$ cat src/rtl/button_conditioner.sv
// Four-channel push-button front end: two-flop synchroniser, debouncer,
// auto-repeat for dec/inc, and suppression of opposing pulses.
module button_conditioner #(
    parameter int DEBOUNCE_CYCLES = 50000,
    parameter int HOLD_CYCLES     = 25000000,
    parameter int REPEAT_CYCLES   = 5000000,
    parameter int CNT_W           = 26
) (
    input  logic clock,
    input  logic reset,
    input  logic btn_dec,
    input  logic btn_inc,
    input  logic btn_prev,
    input  logic btn_next,
    output logic dec,
    output logic inc,
    output logic prev,
    output logic next
);

    localparam logic [CNT_W-1:0] DB_LAST   = CNT_W'(DEBOUNCE_CYCLES - 1);
    localparam logic [CNT_W-1:0] HOLD_LAST = CNT_W'(HOLD_CYCLES - 1);
    localparam logic [CNT_W-1:0] REP_LAST  = CNT_W'(REPEAT_CYCLES - 1);
    localparam logic [CNT_W-1:0] ONE       = CNT_W'(1);

    typedef enum logic [1:0] {IDLE, HOLD, REPEAT} rep_state_t;

    // Channel index order: 0 = dec, 1 = inc, 2 = prev, 3 = next.
    logic [3:0]            raw;
    logic [3:0]            s1;
    logic [3:0]            s2;
    logic [3:0]            state;
    logic [3:0][CNT_W-1:0] dcnt;
    logic [3:0]            press;
    logic [3:0]            fall;
    rep_state_t            rstate [2];
    logic [1:0][CNT_W-1:0] rcnt;
    logic [1:0]            rep;
    logic [3:0]            cand;

    assign raw = {btn_next, btn_prev, btn_inc, btn_dec};

    always_comb begin
        press = '0;
        fall  = '0;
        rep   = '0;
        for (int i = 0; i < 4; i++) begin
            press[i] = s2[i] & ~state[i] & (dcnt[i] == DB_LAST);
            fall[i]  = ~s2[i] & state[i] & (dcnt[i] == DB_LAST);
        end
        // A release on the same edge as a repeat point cancels that repeat.
        for (int j = 0; j < 2; j++) begin
            rep[j] = ~fall[j] &
                     (((rstate[j] == HOLD)   && (rcnt[j] == HOLD_LAST)) ||
                      ((rstate[j] == REPEAT) && (rcnt[j] == REP_LAST)));
        end
        cand = {press[3:2], press[1:0] | rep};
    end

    always_ff @(posedge clock) begin
        if (reset) begin
            s1     <= '0;
            s2     <= '0;
            state  <= '0;
            dcnt   <= '0;
            rcnt   <= '0;
            rstate[0] <= IDLE;
            rstate[1] <= IDLE;
            dec    <= 1'b0;
            inc    <= 1'b0;
            prev   <= 1'b0;
            next   <= 1'b0;
        end else begin
            s1 <= raw;
            s2 <= s1;
            for (int i = 0; i < 4; i++) begin
                if (s2[i] == state[i]) begin
                    dcnt[i] <= '0;
                end else if (dcnt[i] == DB_LAST) begin
                    state[i] <= s2[i];
                    dcnt[i]  <= '0;
                end else begin
                    dcnt[i] <= dcnt[i] + ONE;
                end
            end
            for (int j = 0; j < 2; j++) begin
                if (fall[j]) begin
                    rstate[j] <= IDLE;
                    rcnt[j]   <= '0;
                end else begin
                    case (rstate[j])
                        IDLE: begin
                            if (press[j]) begin
                                rstate[j] <= HOLD;
                                rcnt[j]   <= '0;
                            end
                        end
                        HOLD: begin
                            if (rcnt[j] == HOLD_LAST) begin
                                rstate[j] <= REPEAT;
                                rcnt[j]   <= '0;
                            end else begin
                                rcnt[j] <= rcnt[j] + ONE;
                            end
                        end
                        REPEAT: begin
                            if (rcnt[j] == REP_LAST) rcnt[j] <= '0;
                            else                     rcnt[j] <= rcnt[j] + ONE;
                        end
                        default: begin
                            rstate[j] <= IDLE;
                            rcnt[j]   <= '0;
                        end
                    endcase
                end
            end
            // Opposing candidates on the same edge cancel each other.
            dec  <= cand[0] & ~cand[1];
            inc  <= cand[1] & ~cand[0];
            prev <= cand[2] & ~cand[3];
            next <= cand[3] & ~cand[2];
        end
    end

endmodule

$ cat config.mk
export PLATFORM = sky130hd
export DESIGN_NAME = button_conditioner
export DESIGN_NICKNAME = d
export VERILOG_FILES = /design/src/rtl/button_conditioner.sv
export SDC_FILE = /design/constraint.sdc
export NUM_CORES = 1
export LEC_CHECK = 0
export ABC_AREA = 1
export CAP_MARGIN = 20
export CORE_ASPECT_RATIO = 0.9
export CORE_MARGIN = 2
export CORE_UTILIZATION = 57
export DETAILED_ROUTE_END_ITERATION = 8
export GPL_ROUTABILITY_DRIVEN = 0
export GPL_TIMING_DRIVEN = 0
export PLACE_DENSITY_LB_ADDON = 0.05
export SLEW_MARGIN = 0
export SYNTH_ARGS = -nofsm -noshare
export SYNTH_HDL_FRONTEND = slang
export SYNTH_SLANG_ARGS = --single-unit
$ cat constraint.sdc
create_clock -name clock -period 2 [get_ports clock]
set_input_delay 0.2 -clock clock [delete_from_list [all_inputs] [get_ports clock]]
set_output_delay 0.2 -clock clock [all_outputs]
set_load 0.03 [all_outputs]
# After elaboration in Yosys (flattened, before gate mapping)
# Memories as Yosys holds them, arrays and structs flattened.
# Cells that the tools add are included.
[classes]
n_reduce_logical = 20
bitwise = 43
eq_ne = 18
n_addsub = 6
n_mux = 52
[op_table]
columns = ["op", "n"]
rows = [
  ["$add 26x1->26 const B", 6],
  ["$mux 26", 6],
  ["$pmux 26 s3", 2],
  ["$eq 26x16->1 const B", 4],
  ["$eq 26x23->1 const B", 2],
  ["$eq 26x25->1 const B", 2],
  ["$mux 1", 36],
  ["$and 1x1->1", 18],
  ["$reduce_or 3->1", 6],
  ["$mux 2", 8],
  ["$not 1->1", 16],
  ["$or 1x1->1", 8],
  ["$reduce_and 2->1", 4],
  ["$eq 1x1->1", 4],
  ["$eq 2x1->1 const B", 2],
  ["$eq 2x2->1 const B", 2],
  ["$logic_and 1x1->1", 4],
  ["$logic_not 2->1", 2],
  ["$ne 2x2->1 const B", 2],
  ["$reduce_or 2->1", 2],
  ["$logic_or 1x1->1", 2],
  ["$or 2x2->2", 1],
]
[word_totals]
memories = 1
wordCells = 156
reg_bits = 172
in_bits = 6
ramBits = 4
out_inout_bits = 4
[mem_list]
columns = ["memory", "depth", "width", "rd", "rd_ports_with_merged_regs", "wr", "line_no", "rtl"]
rows = [
  ["rstate", 2, 2, 2, 0, 2, "36", "rep_state_t rstate [2];"],
]

# Logic depth before layout (Yosys ltp)
# Gate-level depths: netlist of the first run.
[logic_depth]
depth_word = 11
depth_mapped = 13
ltp_nobuf = 12

# Least setup slack after synthesis of the first run
# Ideal clock, no wire load.
[synth_path]
kind = "reg-to-reg"
startpoint = "register dcnt[0] (netlist bit)"
endpoint = "memory rstate[0][0] (netlist bit), data pin"
setup_ns = 0.252
period_less_slack_ns = 1.690
arrival_time_ns = 1.438
required_time_ns = 1.748
path_slack_ns = 0.310
path_stages_with_launch = 10
n_path_buf = 1
cell_sequence = "dfxtp_1 -> ha_1 -> nand3_2 -> nor2_2 -> nand4_1 -> nand2_1 -> inv_1 -> buf_2 -> nand3b_1 -> nor2_1"
[synth_lines]
columns = ["item", "line_no", "rtl"]
rows = [
  ["start, declared", "33", "logic [3:0][CNT_W-1:0] dcnt;"],
  ["start signal, assigned by index", "83", "dcnt[i] <= dcnt[i] + ONE;"],
  ["end, declared", "36", ""],
]

# Worst setup path in the final report of the first run
[layout_path]
startpoint = "register dcnt[78] (netlist bit)"
endpoint = "register dcnt[91] (netlist bit)"
[layout_between]
elab_chain_len = 2
elab_cells_between_ends = 3
classes_between = "1 x add/sub; 1 x eq/ne; 1 x reduce/logical"
[layout_lines]
columns = ["item"]
rows = [
  ["parallel branches: the longest is 2 deep, another holds $add 26x1->26"],
]
# Parallel ways; which one is timed is not known.
# A chain may end at the register's enable or synchronous reset.

==> flow_summary.toml, run 1 <==
[yosys]
synth_area_mm2 = 0.00962
yosysWarnings = 0
synth_edf_count = 4
synth-seq-cells = 176
yosys.area_share.xor_xnor_pct = 3.83
ys_top_cells_by_area = "dfxtp_1 36%, nand2_1 12%, nor2_1 9.4%, inv_1 7.5%, nand3_1 4.4%"
synth.top_cell.area_share_pct = 35.8
synth.distinct_cells = 45
syn_inst = 1411
synthMuxAreaShare_pct = 0.104
yosys.area_share.simple_pct = 40.9
seq_area_frac_synth_pct = 37.1
ys.flop_type = "dfxtp_1"
synth_compound_area_share_pct = 6.10
yosysTopAreaCell = "dfxtp_1"
avgSynthCellArea_um2 = 6.81
synth_top_family_by_area = "simple AND/OR/NAND/NOR gates"
synth_adder_area_share_pct = 2.60
async_flop_share_pct = 0
synth.net_count = 1437

[global_routing]
antenna_found_initial = 0
gr-usage-all-layers_pct = 24.0
grt_pass1_vias = 7846
grt_max_degree = 17
grt_pass1_wl_um = 35600
gr-total-overflow = 0

[sta]
holdWs_ns = 0.277
fin_crit_ns = 1.90
timing.final.max_slew_violations = 0
setup_violations = 0
fin_skew_ns = 0.00965
final-hold-violation-count = 0
rsz0062_at_grt = "false"
timing.final.crit_share_pct = 94.9
max_freq_ghz = 0.527
worst_pin_slew_ns = 0.482
relSlewSlack_pct = 67.9

[clock_network]
h-tree-depth = 4
clk_path_buf_depth = 2
clock-root-buffer = "clkbuf_16"
cts.sinks = 176
clkTransAtPathRegs_ns = 0.07
clock_latency_ns = 0.43
cts_tree = "yes"
cts_inserted_buffers = 17

[finish]
final_util_pct = 64.1
stdcell_area_mm2 = 0.0107
fillerInstances = 1484
seq_area_mm2 = 0.00357
syn2layout_area_growth_pct = 11.2
multiInputGateArea_mm2 = 0.00527
antenna_cells = 0
finalNetCount = 1469
drive_above_1_share_pct = 10.9

[detailed_routing]
ant_nets = 0
viasPerCell = 5.24
routed_wl_um = 20800
first_iter_violations = 489
dr.pass1.iters = 6
drc = 0
vias = 8740
wl_per_cell_um = 12.5

[die]
rows = 45
die_h_um = 127
die-width_um = 141
dieArea_mm2 = 0.0179
io-pin-count = 10
start_util_pct = 57.7
coreArea_mm2 = 0.0167

[setup_path]
end_kind = "register"
criticalPathCategory = "register to register"
start_kind = "register"
cp_max_fo = 10
required_ns = 2.33
crit_arrival_ns = 2.22

[place]
hpwl_um = 15200
port-buffer-count = 9
place_area_mm2 = 0.00997

[hold_path]
worstHoldPathType = "input port to register"

[power_and_ir_drop]
leakage_nw = 3.86
powerDensity_mw_per_mm2 = 646
ir_worst_vdd_mv = 0.512

[run_status]
status = "finished clean"

[job]
cap_violations = 0
==> cells by family after synthesis <==
kind of cell | Yosys count
AND/OR/NAND/NOR | 846
buffers and inverters | 217
flip-flops | 176
AO/OA/AOI/OAI | 109
XOR/XNOR | 42
adder cells (fa/ha/maj) | 20
multiplexers | 1
==> final timing paths <==
check,from,end,slack [ns],depth (start not counted)
setup / recovery,dcnt[78]$_SDFF_PP0_,dcnt[91]$_SDFF_PP0_,0.10,9
hold / removal,btn_prev,s1[2]$_SDFF_PP0_,0.28,3
setup reg to reg,dcnt[78]$_SDFF_PP0_,dcnt[91]$_SDFF_PP0_,0.10,9
hold reg to reg,s1[2]$_SDFF_PP0_,s2[2]$_SDFF_PP0_,0.41,2
==> layout by cell type (no fill, tap or decap), types with 5 or more instances in the layout <==
cell type and instances:
nor3_2 8, o21ai_0 19, clkbuf_1 5, nor3b_1 15
buf_4 7, clkinvlp_4 5, nor2_4 13, nand2_1 294
clkdlybuf4s50_1 9, xor2_1 33, a31oi_1 11, clkbuf_16 17
nor3_1 51, a21oi_1 58, o21ai_1 11, ha_1 17
dfxtp_2 6, dfxtp_1 165, nand4_1 49, xnor2_1 9
inv_2 6, nor2_2 23, inv_1 189, nor2_1 238
nand3_1 83, nand2_2 20, buf_2 5, or2_2 8
nor4_1 17
==> where the power goes <==
group          internal [mW]  switching (mW)  total, mW
logic                 0.0822           0.151      0.234
clock network           1.62            1.51       3.12
registers               3.53          0.0123       3.54
total                   5.23            1.67       6.90
==> flip-flops by register name, indices dropped and copies added, names as in the netlist <==
signal  cells
rcnt       52
prev        1
s1          4
s2          4
inc         1
dcnt      104
dec         1
state       4
next        1
rstate      4
==> critical path, cell delays in order (launching register included) <==
cell and delay (ns):
dfxtp_1 0.36, ha_1 0.23, nand2_1 0.08, inv_2 0.08, nand3_1 0.13, nor4_2 0.16
nand3_1 0.25, nand2_2 0.23, buf_4 0.21, nor2_1 0.06
==> per-stage QoR <==
step | setup WS [ns] | setup TNS, ns | std cells | power [mW]
3_3_place_gp | -0.0881 | -0.177 | 1631 | 3.84
2_1_floorplan | 0.310 | 0 | 1411 | 3.78
6_report | 0.101 | 0 | 1667 | 6.90
5_1_grt | 0.00328 | 0 | 1667 | 7.14
4_1_cts | 0.0120 | 0 | 1663 | 6.97
3_5_place_dp | -0.0987 | -0.210 | 1631 | 3.84
==> routing by layer <==
| metal | track usage, % | share of wire (%) |
|---|---|---|
| met3 | 4.12 | 4.5 |
| met5 | 0 | 0 |
| met4 | 8.29 | 1.6 |
| met1 | 31.7 | 48 |
| met2 | 40.2 | 46 |
==> cells in the mapped netlist, types with 19 or more instances <==
library cell  number
nor2_1           240
ha_1              20
nor3_1            54
nand4_1           49
xor2_1            33
dfxtp_1          172
nand3_1           85
inv_1            191
a21oi_1           58
nand2_1          299
o21ai_0           19
nor2_2            25
==> repair_timing <==
| item | CTS | global route |
|---|---|---|
| endpoints found under the hold margin | 0 | 0 |
| setup buffers | 0 | 4 |
| pin swaps | 0 | 6 |
| endpoints found under the setup margin | 14 | 86 |
| hold buffers | 0 | 0 |
| resized for setup | 6 | 34 |
==> final cells by class <==
type | instances | share of cell area, %
buffer | 19 | 1.58
clock buffer | 19 | 4.05
clock inverter | 13 | 0.983
inverter | 198 | 7.05
multi-input combinational | 1018 | 49.3
sequential | 176 | 33.4
tap | 211 | 2.47
timing repair buffer | 13 | 1.12
(Power assumes the default switching activity.)
==> run 2, diff against run 1 <==
Settings changed: GPL_ROUTABILITY_DRIVEN 0 to not set.
==> results of run 2 <==
Final layout, timing and power as in run 1 (identical DEF).
